**config.mk**
```make
export PLATFORM = sky130hd
export DESIGN_NAME = button_event_fsm
export DESIGN_NICKNAME = d
export VERILOG_FILES = /design/src/rtl/button_event_fsm.sv
export SDC_FILE = /design/constraint.sdc
export NUM_CORES = 1
export LEC_CHECK = 0
export BUFFER_PORTS_ARGS = -buffer_cell sky130_fd_sc_hd__buf_2
export CAP_MARGIN = 20
export CORE_MARGIN = 3
export CORE_UTILIZATION = 60
export DETAILED_ROUTE_END_ITERATION = 8
export GPL_TIMING_DRIVEN = 0
export MAX_ROUTING_LAYER = met4
export PLACE_DENSITY = 0.78
export SLEW_MARGIN = 15
export SYNTH_ARGS = -nofsm -noshare
export SYNTH_HDL_FRONTEND = slang
export SYNTH_SLANG_ARGS = --single-unit
```
**constraint.sdc**
```tcl
create_clock -name clk -period 2.1 [get_ports clk]
set_input_delay 0.42 -clock clk [delete_from_list [all_inputs] [get_ports clk]]
set_output_delay 0.42 -clock clk [all_outputs]
set_load 0.1 [all_outputs]
```
**src/rtl/button_event_fsm.sv**
```systemverilog
// button_event_fsm: turns a debounced, clk-synchronous button level into
// single-cycle UI events (press, release, long-press, auto-repeat,
// double-click) plus a held level. All outputs are registered (latency 1).
//
// Ports:
//   clk       system clock
//   rst_n     asynchronous active-low reset
//   btn_in    debounced button level, 1 = pressed
//   press_o   one-cycle pulse on each press
//   release_o one-cycle pulse on each release
//   long_o    one-cycle pulse when the hold reaches LONG_CYC
//   repeat_o  one-cycle pulse every REPEAT_CYC while in long-hold
//   dclick_o  one-cycle pulse on the second press of a double-click
//   held_o    level, 1 while in the HOLD state
module button_event_fsm #(
    parameter int unsigned LONG_CYC   = 27_000_000,
    parameter int unsigned REPEAT_CYC = 5_400_000,
    parameter int unsigned DCLICK_CYC = 8_100_000
) (
    input  logic clk,
    input  logic rst_n,
    input  logic btn_in,
    output logic press_o,
    output logic release_o,
    output logic long_o,
    output logic repeat_o,
    output logic dclick_o,
    output logic held_o
);

    localparam int unsigned MAX_AB  = (LONG_CYC > REPEAT_CYC) ? LONG_CYC : REPEAT_CYC;
    localparam int unsigned MAX_CYC = (MAX_AB > DCLICK_CYC) ? MAX_AB : DCLICK_CYC;
    localparam int unsigned CW      = $clog2(MAX_CYC) + 1;

    localparam logic [CW-1:0] LONG_TC   = CW'(LONG_CYC - 1);
    localparam logic [CW-1:0] REPEAT_TC = CW'(REPEAT_CYC - 1);
    localparam logic [CW-1:0] DCLICK_TC = CW'(DCLICK_CYC - 1);
    localparam logic [CW-1:0] CNT_ONE   = CW'(1);

    typedef enum logic [2:0] {
        IDLE  = 3'd0,
        DOWN1 = 3'd1,
        HOLD  = 3'd2,
        GAP   = 3'd3,
        DOWN2 = 3'd4
    } state_t;

    state_t        state, state_d;
    logic [CW-1:0] cnt, cnt_d;
    logic          btn_q;
    logic          rise, fall;
    logic          press_d, release_d, long_d, repeat_d, dclick_d, held_d;

    // Edge detect against the previous-cycle button level.
    assign rise = btn_in & ~btn_q;
    assign fall = ~btn_in & btn_q;

    // State, timer, edge history and registered outputs.
    always_ff @(posedge clk or negedge rst_n) begin
        if (!rst_n) begin
            state     <= IDLE;
            cnt       <= '0;
            btn_q     <= 1'b0;
            press_o   <= 1'b0;
            release_o <= 1'b0;
            long_o    <= 1'b0;
            repeat_o  <= 1'b0;
            dclick_o  <= 1'b0;
            held_o    <= 1'b0;
        end else begin
            state     <= state_d;
            cnt       <= cnt_d;
            btn_q     <= btn_in;
            press_o   <= press_d;
            release_o <= release_d;
            long_o    <= long_d;
            repeat_o  <= repeat_d;
            dclick_o  <= dclick_d;
            held_o    <= held_d;
        end
    end

    // Next-state, timer and event decode. Edges take priority over
    // terminal counts in every state.
    always_comb begin
        state_d   = state;
        cnt_d     = cnt;
        press_d   = 1'b0;
        release_d = 1'b0;
        long_d    = 1'b0;
        repeat_d  = 1'b0;
        dclick_d  = 1'b0;

        case (state)
            IDLE: begin
                cnt_d = '0;
                if (rise) begin
                    press_d = 1'b1;
                    state_d = DOWN1;
                end
            end

            DOWN1, DOWN2: begin
                cnt_d = cnt + CNT_ONE;
                if (fall) begin
                    release_d = 1'b1;
                    cnt_d     = '0;
                    // Only the first press of a pair opens a double-click window.
                    state_d   = (state == DOWN1) ? GAP : IDLE;
                end else if (cnt == LONG_TC) begin
                    long_d  = 1'b1;
                    cnt_d   = '0;
                    state_d = HOLD;
                end
            end

            HOLD: begin
                cnt_d = cnt + CNT_ONE;
                if (fall) begin
                    release_d = 1'b1;
                    cnt_d     = '0;
                    state_d   = IDLE;
                end else if (cnt == REPEAT_TC) begin
                    repeat_d = 1'b1;
                    cnt_d    = '0;
                end
            end

            GAP: begin
                cnt_d = cnt + CNT_ONE;
                if (rise) begin
                    press_d  = 1'b1;
                    dclick_d = 1'b1;
                    cnt_d    = '0;
                    state_d  = DOWN2;
                end else if (cnt == DCLICK_TC) begin
                    cnt_d   = '0;
                    state_d = IDLE;
                end
            end

            default: begin
                cnt_d   = '0;
                state_d = IDLE;
            end
        endcase

        held_d = (state_d == HOLD);
    end

endmodule
```
Word-level counts from Yosys, hierarchy flattened

Index checks and enable logic that the tools add are counted.

Register bits: 36
Input port bits: 3
Output and inout bits: 6
Logic and storage cells: 52

Add/sub/neg operators: 1
Eq/ne operators: 8
Multiplexer cells: 26
Bitwise gates (word level): 4
Reductions and logical operators: 4

Operators with widths:

| operator                                                          | number |
|---|---|
| 26-bit 2-to-1 mux                                                 | 6 |
| 26-bit one-hot mux with 3 select lines                            | 1 |
| 26-bit by 23-bit == test with 1-bit output, second input constant | 2 |
| 26-bit by 1-bit adder with 26-bit output, second input constant   | 1 |
| 26-bit by 25-bit == test with 1-bit output, second input constant | 1 |
| 3-bit 2-to-1 mux                                                  | 6 |
| 3-bit one-hot mux with 4 select lines                             | 1 |
| 1-bit 2-to-1 mux                                                  | 11 |
| 3-bit by 2-bit == test with 1-bit output, second input constant   | 3 |
| 2-bit OR reduction                                                | 2 |
| 3-bit by 1-bit == test with 1-bit output, second input constant   | 1 |
| 3-bit == test, second input constant                              | 1 |
| 3-bit zero test                                                   | 1 |
| 3-bit OR reduction                                                | 1 |
| 1-bit AND                                                         | 2 |
| 2-bit 2-to-1 mux                                                  | 1 |
| 1-bit NOT                                                         | 2 |

Logic depth before layout (Yosys ltp)

Word-level depth: 5
Mapped depth: 7
Mapped depth without buffers: 6

Worst setup path after synthesis

No wires, ideal clock.

Kind: register to register
From: register cnt[0]
To: register cnt[13]
Library setup time: 119 ps
Data arrival time: 1,768 ps
Data required time: 1,981 ps
Slack: 214 ps
Stages on the path, launching flop included: 8
Path buffers: 1
Cell sequence: dfrtp_1 ha_1 nand3b_1 nor3_2 nand3_2 a211oi_4 buf_6 nor2_1

Cells in the longest elaborated chain, start to end: 4
Elaborated cells between the ends (all ways): 11

Ends and longest elaborated chain:

| element                                                                | line          | text |
|---|---|---|
| start: declaration                                                     | 49            | `logic [CW-1:0] cnt, cnt_d;` |
| start signal: assignment                                               | 72            | `cnt <= cnt_d;` |
| 26-bit by 1-bit adder with 26-bit output, or another cell as far along | 104, 118, 130 |  |
| 26-bit 2-to-1 mux, on equally long branches                            | 136, 110, 123 |  |
| 26-bit 2-to-1 mux, on equally long branches                            | 131, 105, 119 |  |
| 26-bit one-hot mux with 3 select lines *                               | 94            | `case (state)` |
| named net cnt_d[13]                                                    | 49            |  |

Mark *: on every way through the listed nets, which the timed path passes. The rest lies on a longest branch.

Final worst setup path

From: register cnt[0]
To: register cnt[14]

Same word-level chain as after synthesis.

==> results.txt <==
status = complete, no violations
Worst-path clk slew = 110 ps
H-tree levels = 2
root buffer cell = clkbuf_4
library cells used by synthesis = 37
registers with the most flip-flops = cnt: 26 flops, state: 3 flops
Via density = 5.90
Final setup violation count = 0
global route overflow = 0
layout cells sized above 1 = 17.4%
post-detail-place hpwl = 2.67 mm
asr flop ratio synth = 100%
CTS sink cnt = 36
total power = 1.90 mW
DR vias = 1504
LEAKAGE = 0.930 nW
Final Hold Fails = 0
Die H = 62.2 um
fmax = 497 MHz
GPL Wtd Cong = 0.880
Synth area leader = dfrtp_1
crit path kind = flip-flop to flip-flop
Seq/Total Area, Yosys = 47.5%
area grow syn2layout = 12.3%
first-pass GRT wire length = 6.77 mm
worst r2r path cells = 8
Initial Util = 66.0%
critical path's slowest cell = dfrtp_2
Synth top cells by count = dfrtp_1, nor2_1, xor2_1
Filler Cell Count = 206
Placeable Area = 2880 um^2
ant diodes = 0
crit path max fanout = 10
critical path depth = 8
Max clock buf depth = 2
synthesized cell area = 1900 um^2
Hold WC Path Type = primary input to asynchronous set/reset pin
Synth Net Count = 194
placed inst area = 1990 um^2
CTS tree = done
initial antenna violation count = 0
Hold Slack = 143 ps
Max Slew Vio Count = 0
power per cell area = 890 nW/um^2
crit-path cells = ha_2 -> nand3b_1 -> nor3_4 -> nand3_2 -> a211oi_4 -> buf_4 -> buf_6 -> nor2_1
largest net degree at the start of global routing = 37
Top reg by flops = cnt
placed instance count = 240
worst skew pair latency = 340 ps
Final Instance Area = 2130 um^2
CP endpoint = cnt[14]
post-synth top area share = 47.5%
Cell Count, Final, Fillers Out = 255
Yosys warning count = 0
top-count cell post-synth = dfrtp_1
Primary FF master, synth = dfrtp_1
Post-synth EDFFs = 0
r2r setup slk = 90 ps
Period minus WS final = 2010 ps
buffer and inverter count on the worst path = 2
nets = 216
Syn Inst Count = 190
DR WL/cell = 15.7 um
mean cell area of the mapped netlist = 9.99 um^2
CP required = 2340 ps
IO buf count = 8
max-cap viol count = 0
FP Rows = 19
Max IR drop VDD = 498 uV
final antenna-violating net count = 0
GRT Total Usage = 22.8%
Arrival @ worst endpoint = 2250 ps
RR Endpoint = cnt[14]
number of global-route vias before repair = 1477
drt total wl = 4.00 mm
num ports = 9
DRC errors left = 0
Num CTS Buffers = 5
CP endpoint kind = flip-flop
top cells by area, synth = dfrtp_1, xor2_1, nor2_1, nand3_1, nand4_1
router iterations before antenna repair = 4
post-synthesis register bit count = 36
Critical Path Start = cnt[0]
die area = 3870 um^2
Die Wd = 62.2 um
reg-to-reg critical path startpoint = cnt[0]
starting DRC count in detailed routing = 84
crit start category = flip-flop
Final period util = 95.9%
CP delay by family, top = simple AND/OR/NAND/NOR gates
max reg flops = 26
delay of the slowest cell on the worst path = 420 ps
clk_skew = 7.20 ps
slew margin rel. = 48.3%
Worst-Margin Slew = 775 ps
# hold bufs at CTS = 0
worst min-delay path by stage:
| stage | slack, ps | depth (start not counted) | startpoint | to |
|---|---|---|---|---|
| global placement | 500 | 1 | cnt[0] | cnt[0] |
| global route | 170 | 1 | rst_n | cnt[15] |
| finish | 140 | 1 | rst_n | cnt[25] |
| floorplan | 120 | 0 | rst_n | btn_q |
| CTS | 150 | 1 | rst_n | cnt[25] |
| detailed placement | 540 | 1 | rst_n | press_o |
layout by cell type, fill, tap and decap left out, drive strengths merged, types with 4 or more instances in the layout:
cell type and count:
and3 6, buf 17, clkbuf 12, dfrtp 36
inv 5, nand2 12, nand3 16, nand4 9
nor2 30, nor2b 4, nor3 5, nor4 8
xnor2 5, xor2 20
worst register-to-register path: stages (launching register included):
cell and delay [ps]:
dfrtp_2 420, ha_2 230, nand3b_1 150, nor3_4 290, nand3_2 180, a211oi_4 260
buf_4 170, buf_6 140, nor2_1 60
report_power, final:
group | internal, mW | total [mW] | switching (mW) | leakage, nW
clock | 0.165 | 0.390 | 0.224 | 0.0326
sequential | 0.749 | 0.786 | 0.0372 | 0.493
combinational | 0.261 | 0.721 | 0.460 | 0.405
total | 1.18 | 1.90 | 0.721 | 0.930
layer usage:
metal / part of all wire, % / track usage [%]
met5: 0 / -
met4: 1.7 / 10.8
met3: 5.1 / 7.21
met2: 49 / 35.9
met1: 45 / 26.6
cells by family after synthesis:
family	count (synthesis)	synth area share, %
adders and majority gates	1	0.659
DFF	36	47.5
and+or+nand+nor	101	30.8
xor gates and xnor gates	25	11.5
AOI/OAI and AO/OA	16	6.59
buffers and inverters	11	2.97
area by class of cell:
cell class	instances	area, um^2	share of cell area, %
clock buffers	8	58.8	2.76
multi-input cells	143	970	45.5
well taps	42	52.6	2.46
repair buffers	15	92.6	4.34
flip-flops and latches	36	902	42.3
plain buffers	6	37.5	1.76
inverters	5	18.8	0.880
metrics by stage:
step	util (%)	setup slack, ps	setup TNS [ps]
detailed placement	69.2	-190	-3690
global route	74.1	-25.3	-110
finish	74.1	86.2	0
floorplan	-	214	0
global placement	69.2	-88.7	-1730
CTS	72.3	2.48	0
repair_timing:
action                                  4_1_cts  5_1_grt
buffers inserted                              4        3
endpoints found under the setup margin       26       26
pin swaps                                     1        2
resized for setup                             0        7
Note: power is estimated with default switching activity, not from simulation.
